**src/rtl/param_event_counter.sv**
```systemverilog
// Weighted event accumulator: sums in_weight over a valid/ready stream and emits one
// held report record when the sum reaches THRESHOLD. Optional out_ovf: PARAM_EVENT_COUNTER_OVF_EN.
module param_event_counter #(
  parameter bit AUTO_RESTART = 1'b1,
  parameter int THRESHOLD    = 18,
  parameter int ACC_W        = 16
) (
  input  logic             clk,
  input  logic             rst,
  input  logic             in_valid,
  output logic             in_ready,
  input  logic [7:0]       in_weight,
  output logic             out_valid,
  input  logic             out_ready,
  output logic [ACC_W-1:0] out_total,
  output logic [7:0]       out_events,
`ifdef PARAM_EVENT_COUNTER_OVF_EN
  output logic             out_ovf,
`endif
  output logic             busy
);

  typedef enum logic [1:0] {ACCUM, REPORT, HALT} state_t;

  localparam logic [ACC_W-1:0] ACC_MAX = '1;
  localparam logic [ACC_W-1:0] THRESH  = ACC_W'(THRESHOLD);

  state_t           state_q, state_d;
  logic [ACC_W-1:0] acc_q, acc_d;
  logic [7:0]       events_q, events_d;
  logic [ACC_W:0]   sum;
  logic [ACC_W-1:0] acc_sat;
  logic [7:0]       events_inc;
  logic             ev_full;
  logic             accept;
  logic             trigger;
  logic             handshake;

  // Sum is one bit wider than the accumulator so the carry flags saturation.
  assign sum        = {1'b0, acc_q} + {{(ACC_W - 7){1'b0}}, in_weight};
  assign acc_sat    = sum[ACC_W] ? ACC_MAX : sum[ACC_W-1:0];
  assign ev_full    = (events_q == 8'hFF);
  assign events_inc = ev_full ? 8'hFF : events_q + 8'd1;

  assign in_ready  = (state_q == ACCUM) && !rst;
  assign accept    = in_valid && (state_q == ACCUM);
  assign trigger   = accept && (acc_sat >= THRESH);
  assign handshake = out_valid && out_ready;
  assign busy      = (state_q != ACCUM) || (acc_q != '0);

  // NOTE: every always_comb output gets a default first, so no path can infer a latch.
  always_comb begin
    state_d  = state_q;
    acc_d    = acc_q;
    events_d = events_q;
    unique case (state_q)
      ACCUM: begin
        if (accept) begin
          acc_d    = acc_sat;
          events_d = events_inc;
          if (acc_sat >= THRESH) state_d = REPORT;
        end
      end
      REPORT: begin
        if (out_ready) begin
          acc_d    = '0;
          events_d = '0;
          state_d  = AUTO_RESTART ? ACCUM : HALT;
        end
      end
      HALT:    state_d = HALT;
      default: state_d = ACCUM;
    endcase
  end

  // NOTE: sequential state uses non-blocking assignments so all registers update together.
  always_ff @(posedge clk) begin
    if (rst) begin
      state_q    <= ACCUM;
      acc_q      <= '0;
      events_q   <= '0;
      out_valid  <= 1'b0;
      out_total  <= '0;
      out_events <= '0;
    end else begin
      state_q   <= state_d;
      acc_q     <= acc_d;
      events_q  <= events_d;
      out_valid <= (state_d == REPORT);
      if (trigger) begin
        out_total  <= acc_sat;
        out_events <= events_inc;
      end
    end
  end

`ifdef PARAM_EVENT_COUNTER_OVF_EN
  logic sat_hit;
  assign sat_hit = accept && (sum[ACC_W] || ev_full);

  // Sticky until the record carrying it is handed off.
  always_ff @(posedge clk) begin
    if (rst)            out_ovf <= 1'b0;
    else if (handshake) out_ovf <= 1'b0;
    else if (sat_hit)   out_ovf <= 1'b1;
  end
`endif

endmodule

```
**config.mk**
```make
export PLATFORM = sky130hd
export DESIGN_NAME = param_event_counter
export DESIGN_NICKNAME = d
export VERILOG_FILES = /design/src/rtl/param_event_counter.sv
export SDC_FILE = /design/constraint.sdc
export NUM_CORES = 1
export LEC_CHECK = 0
export CORE_ASPECT_RATIO = 0.6
export CORE_MARGIN = 8
export CORE_UTILIZATION = 45
export DETAILED_ROUTE_END_ITERATION = 6
export PLACE_DENSITY_LB_ADDON = 0.05
export SYNTH_ARGS = -nofsm -noshare
export SYNTH_HDL_FRONTEND = slang
export SYNTH_SLANG_ARGS = --single-unit
```
**constraint.sdc**
```tcl
create_clock -name clk -period 10.1 [get_ports clk]
set_clock_uncertainty 0.1 [all_clocks]
set_input_delay 2.525 -clock clk [delete_from_list [all_inputs] [get_ports clk]]
set_output_delay 2.525 -clock clk [all_outputs]
set_load 0.005 [all_outputs]
```
After elaboration in Yosys (flattened, before gate mapping)
Index checks and enable logic that the tools add are counted.
Cells by class
  $add $sub $neg: 2
  magnitude comparators: 1
  equal/unequal tests: 6
  muxes and demuxes: 12
  reduce and logical (&&, ||, !) cells: 10
Operators by type and width (count)
  $mux 16: 3
  $pmux 16 s2: 1
  $mux 8: 3
  $add 16x8->17: 1
  $ge 16x5->1 const B: 1
  $pmux 8 s2: 1
  $reduce_bool 16->1: 1
  $add 8x1->8 const B: 1
  $eq 8x8->1 const B: 1
  $mux 2: 3
  $pmux 2 s3: 1
  $eq 2x1->1 const B: 2
  $ne 2x2->1 const B: 2
  $reduce_bool 2->1: 2
  $logic_and 1x1->1: 3
  $reduce_and 3->1: 1
  $eq 2x2->1 const B: 1
  $logic_not 2->1: 1
  $logic_not 1->1: 1
  $logic_or 1x1->1: 1
Word-level totals
  flip-flop bits (word level): 51
  output and inout port bits: 27
  logic and storage cells: 37

Depth between registers and ports, before layout
  word-level depth: 7
  depth in mapped cells: 12
  depth with buffers taken out: 10

Worst setup path after synthesis
OpenSTA, ideal clock, no wires.
  path type: input to output
  start: input port rst
  end: output port in_ready
  arrival: 2.875 ns
  slack: 4.600 ns
  cell stages on the path: 2
  buffers on the path: 1
  cell sequence: clkbuf_1 -> nor3_1
Between the ends
  longest elaborated chain between the ends: 2
RTL lines
  start, declared: line 9  | input logic rst,
  $logic_not 1->1: line 45  | assign in_ready = (state_q == ACCUM) && !rst;
  $logic_and 1x1->1: line 45
  end, declared: line 11  | output logic in_ready,
Every way passes these cells.

Worst setup path after layout
Same ends and word-level chain as after synthesis.

==> Flow_metrics.wiki <==
{| class="wikitable"
! Metric !! Value
|-
| Detailed-route wire length per cell || 16.21 um
|-
| Tot GR Track Use || 16.28%
|-
| Power per unit of standard cell area || 147.1 nW/um2
|-
| Hold path depth || 2
|-
| DRT Wirelength || 7326 um
|-
| Max Cap Viol || 0
|-
| Area share of fa/ha/maj cells after synthesis || 4.692%
|-
| Fill cell instance count of the final layout || 603
|-
| Area of the die || 9156 um2
|-
| Post-route worst hold slack || 376.3 ps
|-
| Count of standard-cell rows || 22
|-
| Launch point of the worst path || rst
|-
| Hold Vio Cnt, Final || 0
|-
| Leakage power || 1.154 nW
|-
| Number of antenna violations at the first check in global routing || 0
|-
| Share of synthesized area occupied by flip-flops and latches || 36.12%
|-
| Warnings, synthesis || 0
|-
| Detailed placement HPWL || 5215 um
|-
| Clock Tree Root || sky130_fd_sc_hd__clkbuf_8
|-
| Post-Synthesis Cells || 342
|-
| Number of buffers on the longest clock path || 2
|-
| Worst path required time || 7480 ps
|-
| Antenna violation net count after detailed routing || 0
|-
| N_diodes || 0
|-
| Async S/R FF share, synth || 0%
|-
| Synthesized-area fraction occupied by and/or/nand/nor cells || 21.03%
|-
| Number of I/O port buffers || 38
|-
| Worst voltage drop across the vdd grid || 0.07398 mV
|-
| Final Setup Violations || 0
|-
| Vias in the first global route || 2434
|-
| Post-Route Setup TNS || 0 ps
|-
| Grt total ovfl || 0
|-
| Worst setup slack before clock tree synthesis || 3835 ps
|-
| Worst path arrival time || 3630 ps
|-
| Placed instance count || 445
|-
| Final standard cell count with taps included and fillers excluded || 452
|-
| Die boundary height || 77.39 um
|-
| Hold Path Class || reg -> reg
|-
| Launching element type of the critical path || input port
|-
| Max_slew headroom || 43.19%
|-
| Number of buffers inserted during clock tree synthesis || 5
|-
| Mux contribution to synthesized area || 1.062%
|-
| Final period utilization || 61.89%
|-
| Flop2flop setup slack || 6490 ps
|-
| Maximum clock rate || 160.0 MHz
|-
| Capture point of the worst reg-to-reg path || out_events[5]$_SDFFE_PP0P_
|-
| Synth cell types || 57
|-
| TritonCTS clock tree || built
|-
| Sinks on Clock Net || 51
|-
| Via count || 2527
|-
| Post-CTS setup-driven buffer insertion count || 0
|-
| Count of flip-flops with a built-in enable after synthesis || 0
|-
| Detailed-route vias per instance || 5.591
|-
| Area used by sequential logic in the layout || 1021 um2
|-
| Global-route wire length before repair || 12500 um
|-
| Net total in the final layout || 390
|-
| Post-route DRC violation count || 0
|-
| Final-report max-slew violation count || 0
|-
| Launch point of the worst reg-to-reg path || acc_q[0]$_SDFFE_PP0P_
|-
| Unrepaired setup endpoints after global routing || no
|-
| Cell Chain, Critical Path || buf_2 > buf_4 > nor3_1 > clkdlybuf4s50_1
|-
| Multi-input combinational cell area || 1682 um2
|-
| Post-detailed-placement cell area || 3217 um2
|-
| Crit path max-delay cell type || sky130_fd_sc_hd__clkdlybuf4s50_1
|-
| Final setup slack of the worst path || 3849 ps
|-
| Clock transition at the register clock pins on the worst setup and hold paths after CTS || 90 ps
|-
| Ys flop type || sky130_fd_sc_hd__dfxtp_1
|-
| Xor and xnor area share after synthesis || 3.718%
|-
| Type of the worst setup path || in -> out
|-
| Number of DRC markers after the initial detailed-route iteration || 159
|-
| Number of buffers inserted by hold repair at cts || 0
|-
| Total of cells resized after clock tree synthesis || 0
|-
| Path depth of the worst reg2reg path || 10
|-
| Run status || finished, final reports clean
|-
| Mean Syn Cell Area || 8.265 um2
|-
| Io pins || 39
|-
| Chip width || 118.3 um
|-
| End point of the critical path || in_ready
|-
| Post-synthesis net count || 364
|-
| Synth Area in Compound Gates || 29.00%
|-
| Largest net degree at the start of global routing || 51
|-
| Clock latency on the worst-skew pair || 300 ps
|-
| Synth Cell Area || 2826 um2
|-
| CTS H-Tree Depth || 2
|-
| Largest stage delay on the critical path || 520 ps
|-
| Fraction of final layout cells with drive strength greater than 1 || 8.152%
|-
| Starting utilization of the core area || 46.46%
|-
| CP endpoint kind || primary output
|-
| Pre-Repair DR Iteration Count || 4
|-
| Post-layout instance area || 3319 um2
|-
| Dominant combinational cell family by area after synthesis || compound AO/OA/AOI/OAI gates
|-
| Pin slew with the least headroom to its limit || 852.1 ps
|-
| Core Area || 6083 um2
|-
| Final weighted congestion of routability-driven global placement || 0.8604
|-
| Area growth syn-to-layout || 17.44%
|-
| Worst-path maximum fanout || 50
|-
| Crit path time final || 6251 ps
|-
| Flops & latches, synth || 51
|}
[per-stage QoR]
stage	power [mW]	utilization, %
2_1_floorplan	0.3120	-
3_3_place_gp	0.3531	52.88
3_5_place_dp	0.3538	52.88
4_1_cts	0.4910	54.57
5_1_grt	0.5166	54.57
6_report	0.4884	54.57
[worst max-delay path: cells and delay by family]
| family | cells | cell delay, ps |
|---|---|---|
| AND/OR/NAND/NOR | 1 | 190 |
| buffers and inverters | 3 | 890 |
[cell families (layout without fill, tap and decap cells)]
kind of cell / after synthesis / after routing
multiplexers: 3 / 3
AO/OA/AOI/OAI: 112 / 112
buffers and inverters: 26 / 52
adder cells (fa/ha/maj): 10 / 10
AND/OR/NAND/NOR: 128 / 128
flip-flops: 51 / 51
XOR/XNOR: 12 / 12
[layout make-up]
| type | instances | share of cell area, % |
|---|---|---|
| Sequential cell | 51 | 30.76 |
| Clock inverter | 1 | 0.9046 |
| Multi-Input combinational cell | 265 | 50.66 |
| Tap cell | 84 | 3.166 |
| Timing Repair Buffer | 40 | 11.76 |
| Clock buffer | 6 | 2.186 |
| Inverter | 5 | 0.5654 |
[synth_stat cells, drive strengths merged, types with 6 or more instances]
cell	instances	area, um2
clkbuf	13	48.80
dfxtp	51	1021
a31oi	7	58.81
nand3	8	40.04
nor2	49	183.9
nor2b	7	43.79
xnor2	7	61.31
o21ai	16	80.08
ha	9	112.6
nand2	33	126.4
buf	8	56.29
o211ai	6	63.81
a311oi	7	86.34
a21oi	44	220.2
[layout by cell type, fill, tap and decap left out, types with 3 or more instances in the layout]
| cell | synthesis | routed |
|---|---|---|
| sky130_fd_sc_hd__or2_2 | 3 | 3 |
| sky130_fd_sc_hd__nand2_1 | 32 | 32 |
| sky130_fd_sc_hd__and4_1 | 3 | 3 |
| sky130_fd_sc_hd__and2_1 | 4 | 4 |
| sky130_fd_sc_hd__inv_1 | 5 | 5 |
| sky130_fd_sc_hd__o22ai_1 | 3 | 3 |
| sky130_fd_sc_hd__a311oi_2 | 4 | 4 |
| sky130_fd_sc_hd__a311oi_1 | 3 | 3 |
| sky130_fd_sc_hd__a31oi_1 | 6 | 6 |
| sky130_fd_sc_hd__clkdlybuf4s50_1 | 0 | 37 |
| sky130_fd_sc_hd__nand3_1 | 8 | 8 |
| sky130_fd_sc_hd__a211oi_2 | 4 | 4 |
| sky130_fd_sc_hd__nor2b_1 | 7 | 7 |
| sky130_fd_sc_hd__o21a_1 | 3 | 3 |
| sky130_fd_sc_hd__and3_1 | 4 | 4 |
| sky130_fd_sc_hd__mux2i_1 | 3 | 3 |
| sky130_fd_sc_hd__nor3_1 | 5 | 5 |
| sky130_fd_sc_hd__a21oi_1 | 44 | 44 |
| sky130_fd_sc_hd__o211ai_1 | 4 | 4 |
| sky130_fd_sc_hd__dfxtp_1 | 51 | 51 |
| sky130_fd_sc_hd__nand2b_1 | 5 | 5 |
| sky130_fd_sc_hd__ha_1 | 9 | 9 |
| sky130_fd_sc_hd__o21ai_0 | 16 | 16 |
| sky130_fd_sc_hd__xor2_1 | 5 | 5 |
| sky130_fd_sc_hd__nor2_1 | 49 | 49 |
| sky130_fd_sc_hd__clkbuf_8 | 0 | 5 |
| sky130_fd_sc_hd__nor4_1 | 3 | 3 |
| sky130_fd_sc_hd__xnor2_1 | 7 | 7 |
[worst min-delay path by stage]
stage / end / start
detailed placement: out_total[8]$_SDFFE_PP0P_ / out_total[8]$_SDFFE_PP0P_
floorplan: acc_q[2]$_SDFFE_PP0P_ / acc_q[2]$_SDFFE_PP0P_
global placement: out_total[5]$_SDFFE_PP0P_ / out_total[5]$_SDFFE_PP0P_
finish: out_events[6]$_SDFFE_PP0P_ / out_events[6]$_SDFFE_PP0P_
CTS: out_total[3]$_SDFFE_PP0P_ / out_total[3]$_SDFFE_PP0P_
global route: out_total[8]$_SDFFE_PP0P_ / out_total[8]$_SDFFE_PP0P_
[where the power goes]
| part | internal, mW | switching [mW] | leakage [nW] |
|---|---|---|---|
| clock network | 0.0727 | 0.0659 | 0.0513 |
| logic | 0.0552 | 0.0700 | 0.687 |
| registers | 0.214 | 0.0104 | 0.416 |
| total | 0.342 | 0.146 | 1.15 |
[metal layers]
layer,track usage (%),vias to the layer above,wire (um)
met4,3.304,0,30
met2,23.09,63,2925
li1,-,1284,-
met3,5.275,5,523
met1,23.34,1175,3847
met5,0,-,0
[registers in the layout, indices dropped and copies added, names as in the netlist]
register    count
out_events      8
state_q         2
events_q        8
out_total      16
acc_q          16
out_valid       1
(Power assumes the default switching activity.)
